File: config.mk
export PLATFORM = sky130hd
export DESIGN_NAME = pwm_capture
export DESIGN_NICKNAME = d
export VERILOG_FILES = /design/src/rtl/pwm_capture_pkg.sv /design/src/rtl/pwm_capture_chan.sv /design/src/rtl/pwm_capture.sv
export SDC_FILE = /design/constraint.sdc
export NUM_CORES = 1
export LEC_CHECK = 0
export CAP_MARGIN = 5
export CORE_UTILIZATION = 45
export CTS_BUF_LIST = sky130_fd_sc_hd__clkbuf_4
export CTS_CLUSTER_DIAMETER = 60
export CTS_CLUSTER_SIZE = 20
export DETAILED_ROUTE_END_ITERATION = 6
export GPL_TIMING_DRIVEN = 0
export HOLD_SLACK_MARGIN = 0.12
export PLACE_DENSITY = 0.68
export SLEW_MARGIN = 10
export SYNTH_ARGS = -nofsm -noshare
export SYNTH_HDL_FRONTEND = slang
export SYNTH_SLANG_ARGS = --single-unit
export TNS_END_PERCENT = 50
File: constraint.sdc
create_clock -name clk -period 2.4 [get_ports clk]
set_input_delay 0.72 -clock clk [delete_from_list [all_inputs] [get_ports clk]]
set_output_delay 0.72 -clock clk [all_outputs]
set_load 0.01 [all_outputs]
File: src/rtl/pwm_capture_pkg.sv
// Shared constants for the four-channel PWM duty-cycle capture block: channel indices,
// read-port select codes and status-word bit positions.
package pwm_capture_pkg;

    localparam int unsigned NUM_CH = 4;
    localparam int unsigned CAP_W  = 8;

    // Channel order matches the pwm_in bit order.
    localparam logic [1:0] CH_LED = 2'd0;
    localparam logic [1:0] CH_R   = 2'd1;
    localparam logic [1:0] CH_G   = 2'd2;
    localparam logic [1:0] CH_B   = 2'd3;

    typedef enum logic [1:0] {
        SEL_HIGH   = 2'd0,
        SEL_PERIOD = 2'd1,
        SEL_STATUS = 2'd2,
        SEL_COUNT  = 2'd3
    } rd_sel_e;

    localparam int unsigned ST_VALID = 0;
    localparam int unsigned ST_LVL   = 1;
    localparam int unsigned ST_STUCK = 2;
    localparam int unsigned ST_W     = 3;

endpackage

File: src/rtl/pwm_capture_chan.sv
// One capture channel: input conditioning, edge detect, high/period counters, arm/stuck tracking
// and result latches. PWM_CAPTURE_SYNC_EN inserts a 2-flop synchronizer ahead of edge detection.
module pwm_capture_chan
    import pwm_capture_pkg::*;
#(
    parameter int unsigned CNT_W = 16
) (
    input  logic             clk,
    input  logic             rst_n,
    input  logic             pwm_i,
    output logic [CNT_W-1:0] high_o,
    output logic [CNT_W-1:0] period_o,
    output logic [ST_W-1:0]  status_o,
    output logic [CAP_W-1:0] cap_cnt_o
);

    localparam logic [CNT_W-1:0] CNT_ONE     = CNT_W'(1);
    localparam logic [CNT_W-1:0] CNT_MAX     = {CNT_W{1'b1}};
    localparam logic [CNT_W-1:0] CNT_PRE_MAX = CNT_MAX - CNT_ONE;

    logic lvl;

`ifdef PWM_CAPTURE_SYNC_EN
    logic [1:0] sync_q, sync_d;

    always_comb begin
        sync_d = {sync_q[0], pwm_i};
    end

    always_ff @(posedge clk or negedge rst_n) begin
        if (!rst_n) begin
            sync_q <= 2'b00;
        end else begin
            sync_q <= sync_d;
        end
    end

    assign lvl = sync_q[1];
`else
    logic lvl_q, lvl_d;

    always_comb begin
        lvl_d = pwm_i;
    end

    always_ff @(posedge clk or negedge rst_n) begin
        if (!rst_n) begin
            lvl_q <= 1'b0;
        end else begin
            lvl_q <= lvl_d;
        end
    end

    assign lvl = lvl_q;
`endif

    logic             prev_q, prev_d;
    logic             armed_q, armed_d;
    logic             valid_q, valid_d;
    logic             stuck_q, stuck_d;
    logic [CNT_W-1:0] period_cnt_q, period_cnt_d;
    logic [CNT_W-1:0] high_cnt_q, high_cnt_d;
    logic [CNT_W-1:0] period_q, period_d;
    logic [CNT_W-1:0] high_q, high_d;
    logic [CAP_W-1:0] cap_cnt_q, cap_cnt_d;
    logic             rise;

    assign rise = lvl & ~prev_q;

    always_comb begin
        prev_d       = lvl;
        armed_d      = armed_q;
        valid_d      = valid_q;
        stuck_d      = stuck_q;
        period_cnt_d = period_cnt_q;
        high_cnt_d   = high_cnt_q;
        period_d     = period_q;
        high_d       = high_q;
        cap_cnt_d    = cap_cnt_q;

        if (rise) begin
            // An edge always wins over a simultaneous saturation; the first edge only arms.
            period_cnt_d = CNT_ONE;
            high_cnt_d   = CNT_ONE;
            armed_d      = 1'b1;
            if (armed_q) begin
                high_d    = high_cnt_q;
                period_d  = period_cnt_q;
                valid_d   = 1'b1;
                stuck_d   = 1'b0;
                cap_cnt_d = cap_cnt_q + CAP_W'(1);
            end
        end else begin
            if (period_cnt_q != CNT_MAX) begin
                period_cnt_d = period_cnt_q + CNT_ONE;
            end
            if (lvl && (high_cnt_q != CNT_MAX)) begin
                high_cnt_d = high_cnt_q + CNT_ONE;
            end
            // Fires once, on the cycle the period counter steps onto all-ones.
            if (period_cnt_q == CNT_PRE_MAX) begin
                period_d = CNT_MAX;
                high_d   = lvl ? CNT_MAX : '0;
                valid_d  = 1'b1;
                stuck_d  = 1'b1;
                armed_d  = 1'b0;
            end
        end
    end

    always_ff @(posedge clk or negedge rst_n) begin
        if (!rst_n) begin
            prev_q       <= 1'b0;
            armed_q      <= 1'b0;
            valid_q      <= 1'b0;
            stuck_q      <= 1'b0;
            period_cnt_q <= '0;
            high_cnt_q   <= '0;
            period_q     <= '0;
            high_q       <= '0;
            cap_cnt_q    <= '0;
        end else begin
            prev_q       <= prev_d;
            armed_q      <= armed_d;
            valid_q      <= valid_d;
            stuck_q      <= stuck_d;
            period_cnt_q <= period_cnt_d;
            high_cnt_q   <= high_cnt_d;
            period_q     <= period_d;
            high_q       <= high_d;
            cap_cnt_q    <= cap_cnt_d;
        end
    end

    always_comb begin
        status_o           = '0;
        status_o[ST_VALID] = valid_q;
        status_o[ST_LVL]   = lvl;
        status_o[ST_STUCK] = stuck_q;
    end

    assign high_o    = high_q;
    assign period_o  = period_q;
    assign cap_cnt_o = cap_cnt_q;

endmodule

File: src/rtl/pwm_capture.sv
// Four-channel PWM duty-cycle capture with a registered read port. Build option
// PWM_CAPTURE_SYNC_EN adds a 2-flop synchronizer per input (see pwm_capture_chan).
module pwm_capture
    import pwm_capture_pkg::*;
#(
    parameter int unsigned CNT_W  = 16,
    parameter int unsigned DATA_W = 32
) (
    input  logic              clk,
    input  logic              rst_n,
    input  logic [NUM_CH-1:0] pwm_in,
    input  logic              rd_en,
    input  logic [3:0]        rd_addr,
    output logic [DATA_W-1:0] rd_data,
    output logic              rd_valid
);

    logic [CNT_W-1:0] chan_high   [NUM_CH];
    logic [CNT_W-1:0] chan_period [NUM_CH];
    logic [ST_W-1:0]  chan_status [NUM_CH];
    logic [CAP_W-1:0] chan_cap    [NUM_CH];

    for (genvar i = 0; i < NUM_CH; i++) begin : g_chan
        pwm_capture_chan #(
            .CNT_W (CNT_W)
        ) u_chan (
            .clk       (clk),
            .rst_n     (rst_n),
            .pwm_i     (pwm_in[i]),
            .high_o    (chan_high[i]),
            .period_o  (chan_period[i]),
            .status_o  (chan_status[i]),
            .cap_cnt_o (chan_cap[i])
        );
    end

    logic [1:0]        rd_ch;
    rd_sel_e           rd_sel;
    logic [DATA_W-1:0] rd_mux;
    logic [DATA_W-1:0] rd_data_q, rd_data_d;
    logic              rd_valid_q, rd_valid_d;

    assign rd_ch  = rd_addr[3:2];
    assign rd_sel = rd_sel_e'(rd_addr[1:0]);

    always_comb begin
        rd_mux = '0;
        unique case (rd_sel)
            SEL_HIGH:   rd_mux = DATA_W'(chan_high[rd_ch]);
            SEL_PERIOD: rd_mux = DATA_W'(chan_period[rd_ch]);
            SEL_STATUS: rd_mux = DATA_W'(chan_status[rd_ch]);
            SEL_COUNT:  rd_mux = DATA_W'(chan_cap[rd_ch]);
            default:    rd_mux = '0;
        endcase
    end

    // rd_data holds between reads so software can sample it late.
    always_comb begin
        rd_data_d  = rd_en ? rd_mux : rd_data_q;
        rd_valid_d = rd_en;
    end

    always_ff @(posedge clk or negedge rst_n) begin
        if (!rst_n) begin
            rd_data_q  <= '0;
            rd_valid_q <= 1'b0;
        end else begin
            rd_data_q  <= rd_data_d;
            rd_valid_q <= rd_valid_d;
        end
    end

    assign rd_data  = rd_data_q;
    assign rd_valid = rd_valid_q;

endmodule
# == Word level (Yosys, flattened, before mapping) ==
# Cells that the tools add are included.
# totals
regBits,341
word_cells,193
in_bits,11
# classes
n_addsub,12
muxes,85
reduce_logical,25
bitwise,9
eq_ne,19
magnitude_cmp,1
# op_table
cell,n
2-to-1 mux 16 bit,48
"adder 16 x 1 -> 16 bit, second input constant",8
"inequality test 16 bit, second input constant",8
case mux 32 bit (4 select lines),1
binary-select mux 16 bit (select 2 bit),2
"equality test 16 bit, second input constant",4
"adder 8 x 1 -> 8 bit, second input constant",4
2-to-1 mux 1 bit,28
nonzero test 2 bit,12
binary-select mux 8 bit (select 2 bit),1
2-to-1 mux 8 bit,2
AND reduction 2 bit,8
"inequality test 2 x 1 -> 1 bit, second input constant",4
binary-select mux 3 bit (select 2 bit),1
2-to-1 mux 3 bit,2
AND 1 bit,4
"equality test 2 bit, second input constant",2
logical AND 1 bit,4
inverter 1 bit,4
">= comparator 3 bit, second input constant",1
inverter 2 -> 3 bit,1
"equality test 2 x 1 -> 1 bit, second input constant",1
logical NOT 2 bit,1

# == Longest topological paths before layout ==
# logic_depth
depth_word,5
ltp_mapped,9
mapped_depth_nobuf,7

# == By module ==
# From an unflattened synthesis, not the netlist that was laid out.
# unflattened
hier_cells,1728
area_unflattened_um2,16916.2
# modules_own_cells
mod,cells_per_inst,instances,area_per_inst_um2
pwm_capture_chan,393,4,3704.8
pwm_capture,156,1,2097.0

# == Least setup slack after synthesis ==
# No wires, ideal clock.
# synth_timing
path_type,input port to flip-flop
start,input rd_addr[2]
end,register rd_data_q[10] (netlist: rd_data[10])
required_time_ns,2.263
slack_ns,0.271
cell_stages,4
arrival_ns,1.992
setup_ns,0.137
cell_sequence,buf_1 mux4_2 mux2i_1 o22ai_1
# synth_via
elab_chain_cells,5
# synth_lines
item,line_no,source
from (decl),pwm_capture.sv:13,"input logic [3:0] rd_addr,"
inverter 2 -> 3 bit (implied by the code) (*),"pwm_capture.sv:49, pwm_capture.sv:50",
"binary-select mux 16 bit (select 2 bit), on equally long branches","pwm_capture.sv:50, pwm_capture.sv:49",
"2-to-1 mux 16 bit, on equally long branches (2 in series)","pwm_capture.sv:50, pwm_capture.sv:49",
case mux 32 bit (4 select lines) (*),pwm_capture.sv:48,unique case (rd_sel)
to (signal assigned),pwm_capture.sv:68,rd_data_q <= rd_data_d;
to (decl),pwm_capture.sv:40,"logic [DATA_W-1:0] rd_data_q, rd_data_d;"
# Every way passes the cells marked *; elsewhere a longest branch is shown, timed or not. The select of a mux whose other input is x is not followed.
# A chain may end at the register's enable or synchronous reset.

# == Worst setup path in the final report ==
# layout_timing
start,input rd_addr[3]
end,register rd_data_q[0] (netlist: rd_data[0])
# layout_via
elab_chain_cells,5
# layout_lines
item,line_no,source
inverter 2 -> 3 bit (implied by the code) (*),-,
"binary-select mux 8 bit (select 2 bit), or another cell as far along",pwm_capture.sv:52,SEL_COUNT: rd_mux = DATA_W'(chan_cap[rd_ch]);
"2-to-1 mux 8 bit (implied by the code), or another cell as far along (2 in series)",pwm_capture.sv:52,
case mux 32 bit (4 select lines) (*),pwm_capture.sv:48,
# Marks and branches as above.

==> flow_metrics.py <==
metrics = {
    "synthesis": {
        "syn-instance-count": 1650,
        "synth_top_family_by_area": "simple AND/OR/NAND/NOR gates",
        "netlist_top_cells_area": "dfrtp_1 51%, nand2_1 5.3%, nor2_1 5.2%, mux4_2 4.2%, xnor2_1 3.4%",
        "post_synth_and_or_nand_nor_area_fraction_pct": 21.8,
        "synth-seq-cells": 325,
        "synth.distinct_cells": 69,
        "synth_adder_area_share_pct": 1.25,
        "synth.most_common_cell": "dfrtp_1",
        "compound_cell_area_share_of_the_yosys_netlist_pct": 10.4,
        "synth-seq-area-share_pct": 50.7,
        "synthTopCellsByCount": "325 x dfrtp_1, 228 x nand2_1, 221 x nor2_1",
        "synth-async-reset-ratio_pct": 100,
        "synth-xor-area-share_pct": 5.95,
        "synth_area_per_inst_um2": 9.72,
        "synth.largest_area_cell": "dfrtp_1",
        "number_of_flops_mapped_to_enable_cells_by_yosys": 0,
        "synth_ff_type": "dfrtp_1",
        "synth_mux_area_share_pct": 6.03,
        "synth_largest_type_area_fraction_pct": 50.7,
        "synth.yosys.warnings": 0,
        "synth_area_um2": 16000,
    },
    "timing": {
        "postLayoutSetupSlackWorst_ns": 0.0265,
        "fmax_ghz": 0.421,
        "final-setup-viol-count": 0,
        "min_period_over_period_pct": 98.9,
        "grt_setup_unrepaired": "yes",
        "final.min_clock_period_ns": 2.37,
        "tightestPinTransition_ns": 0.927,
        "finalMaxSlewViolations": 0,
        "slew-limit-headroom_pct": 37.6,
        "report.final.hold_viol_count": 0,
        "fin_clk_skew_ns": 0.0624,
    },
    "setup_path": {
        "critical_path_buf_inv_count": 3,
        "critPathCaptureType": "register",
        "slowest_delay_ns": 0.63,
        "critPathRequiredTime_ns": 3.09,
        "timing.critical_path.cells": "clkdlybuf4s50_1, buf_4, buf_2, mux2i_1, a311oi_1, nor4_1, o22ai_1",
        "critical_path_peak_fanout": 10,
        "worstSetupStartpointType": "input port",
        "slowest_stage": "clkdlybuf4s50_1",
        "path_class": "in -> reg",
        "cp.arrival_ns": 3.06,
        "critPathTopFamily": "buffers and inverters",
    },
    "die": {
        "row_count": 68,
        "core_region_area_um2": 34800,
        "io_pins": 44,
        "initial_utilization_pct": 46.1,
        "die_area_um2": 36400,
        "die_x_um": 191,
        "chipHeight_um": 191,
    },
    "drt": {
        "drtIter0Drc": 1063,
        "via_total_after_detailed_routing": 12400,
        "post_drt_wl_per_cell_um": 18.4,
        "number_of_optimization_iterations_in_the_first_detailed_route_pass": 5,
        "ratio_of_routed_vias_to_standard_cells": 5.63,
        "detail_route.wirelength_mm": 40.7,
        "drtAntennaViolNets": 0,
        "detail_route.drc_violations": 0,
    },
    "grt": {
        "largest_net_degree_at_the_start_of_global_routing": 114,
        "grt_first_pass_wirelength_mm": 65.8,
        "grt_remaining_overflow": 0,
        "globalRouteTotalUtil_pct": 23.0,
        "grt_pass1_vias": 12100,
        "grt_antenna_before_repair": 4,
    },
    "placed_design": {
        "gp_routability_congestion": 0.961,
        "dpl_cell_area_um2": 17000,
        "dpl.hpwl_mm": 30.2,
        "place.port_buffers": 26,
        "place_worst_setup_slack_ns": -0.894,
    },
    "clocking": {
        "tritoncts_clock_tree": "yes",
        "tritoncts_buffers": 29,
        "cts_sinks": 325,
        "clk_latency_ns": 0.81,
        "clockBufferDepth": 3,
        "htree_levels": 1,
        "clk_transition_reported_paths_ns": 0.17,
        "clk_root_buffer_cell": "clkbuf_4",
    },
    "power_and_ir_drop": {
        "p_int_mw": 7.98,
        "power.share.clock_pct": 27.1,
        "vdd_drop_max_mv": 0.499,
        "comb_power_share_pct": 15.4,
        "power.switching_mw": 3.96,
        "sequentialPowerShare_pct": 57.5,
        "static-leakage-power_nw": 7.77,
        "power.switching_fraction_pct": 33.2,
        "power_density_nw_per_um2": 680,
    },
    "min_path": {
        "holdCritPathClass": "in -> reg",
    },
    "finish": {
        "layout.filler_cells": 3227,
        "synthToLayoutAreaGrowth_pct": 9.47,
        "num-nets-final": 1756,
        "post_route_cells_drive_above_1_share_pct": 9.59,
        "design_area_um2": 17600,
    },
    "run_status": {
        "outcome": "completed",
    },
    "job": {
        "max_cap_violations": 0,
    },
}
cell usage in the layout (no fill, tap or decap), drive strengths merged, types with 28 or more instances in the layout:
cell type / instances
a21oi: 70
and3: 28
buf: 52
clkbuf: 90
dfrtp: 325
inv: 38
mux2i: 28
mux4: 30
nand2: 228
nand3: 81
nand4: 50
nor2: 221
nor3: 30
o21ai: 97
xnor2: 63
xor2: 46
final timing paths:
kind / from / to / slack, ns / depth (start not counted)
hold reg to reg: g_chan[2].u_chan.lvl / g_chan[2].u_chan.prev_q / 0.41 / 0
setup reg to reg: g_chan[2].u_chan.lvl / g_chan[2].u_chan.high_o[11] / 0.19 / 9
min in group asynchronous: rst_n / g_chan[0].u_chan.high_cnt_q[8] / 0.41 / 2
hold / removal: pwm_in[0] / g_chan[0].u_chan.lvl / 0.33 / 1
max in group asynchronous: rst_n / g_chan[1].u_chan.period_cnt_q[8] / 0.81 / 4
setup / recovery: rd_addr[3] / rd_data[0] / 0.03 / 7
power groups by stage:
stage / clock network, mW / logic, mW / registers [mW]
after floorplan: 0 / 1.29 / 6.65
after global placement: 0 / 1.78 / 6.93
after detailed placement: 0 / 1.85 / 6.95
after CTS: 3.30 / 1.85 / 6.85
after global routing: 3.51 / 2.08 / 6.95
final: 3.23 / 1.84 / 6.87
logic make-up (layout without fill, tap and decap cells):
group,Yosys count,after routing
xor+xnor,109,109
simple gates,738,738
buf+inv,133,220
fa+ha+maj,16,16
other cells,1,17
flops,325,325
compound gates,269,269
mux,59,59
timing repair:
| item | in CTS | in global routing |
|---|---|---|
| resized for setup | 18 | 10 |
| setup endpoints to repair | 18 | 14 |
| setup buffers | 4 | 0 |
| hold buffers | 1 | 0 |
| hold endpoints to repair | 54 | 0 |
layer usage:
layer  vias up  part of all wire, %  wire (um)  global-route usage (%)
met4         0                  3.1       1270                    7.08
li1       5929                    -          -                       -
met2       336                   44      18000                    34.9
met1      6093                   46      18800                    33.1
met5         -                    0          0                       0
met3        75                  6.5       2660                    4.45
sequential cells by signal, summed over array words and instances (netlist names):
signal	count
g_chan.u_chan.armed_q	4
g_chan.u_chan.valid_q	4
g_chan.u_chan.cap_cnt_o	32
rd_valid	1
rd_data	16
g_chan.u_chan.high_o	64
g_chan.u_chan.period_cnt_q	64
g_chan.u_chan.prev_q	4
g_chan.u_chan.stuck_q	4
g_chan.u_chan.lvl	4
g_chan.u_chan.period_o	64
g_chan.u_chan.high_cnt_q	64
cell type report:
| cell class | instances | area, um2 | area share (%) |
|---|---|---|---|
| flip-flops and latches | 325 | 8130 | 46.3 |
| diodes | 1 | 2.50 | 0.0142 |
| repair buffers | 34 | 367 | 2.09 |
| multi-input cells | 1207 | 7360 | 41.9 |
| clock inverters | 25 | 295 | 1.68 |
| well taps | 455 | 569 | 3.24 |
| inverters | 27 | 101 | 0.577 |
| clock buffers | 29 | 218 | 1.24 |
| plain buffers | 105 | 513 | 2.92 |
stage by stage:
stage	hold slack, ns	std cells	setup TNS, ns	utilization (%)	power [mW]
5_1_grt	0.298	2208	-0.00307	50.5	12.5
3_3_place_gp	0.372	2146	-4363.85	48.6	8.71
3_5_place_dp	0.378	2149	-11.51	48.9	8.80
6_report	0.334	2208	0	50.5	11.9
4_1_cts	0.290	2208	0	50.4	12.0
2_1_floorplan	0.349	1665	0	-	7.94
(Power assumes the default switching activity.)
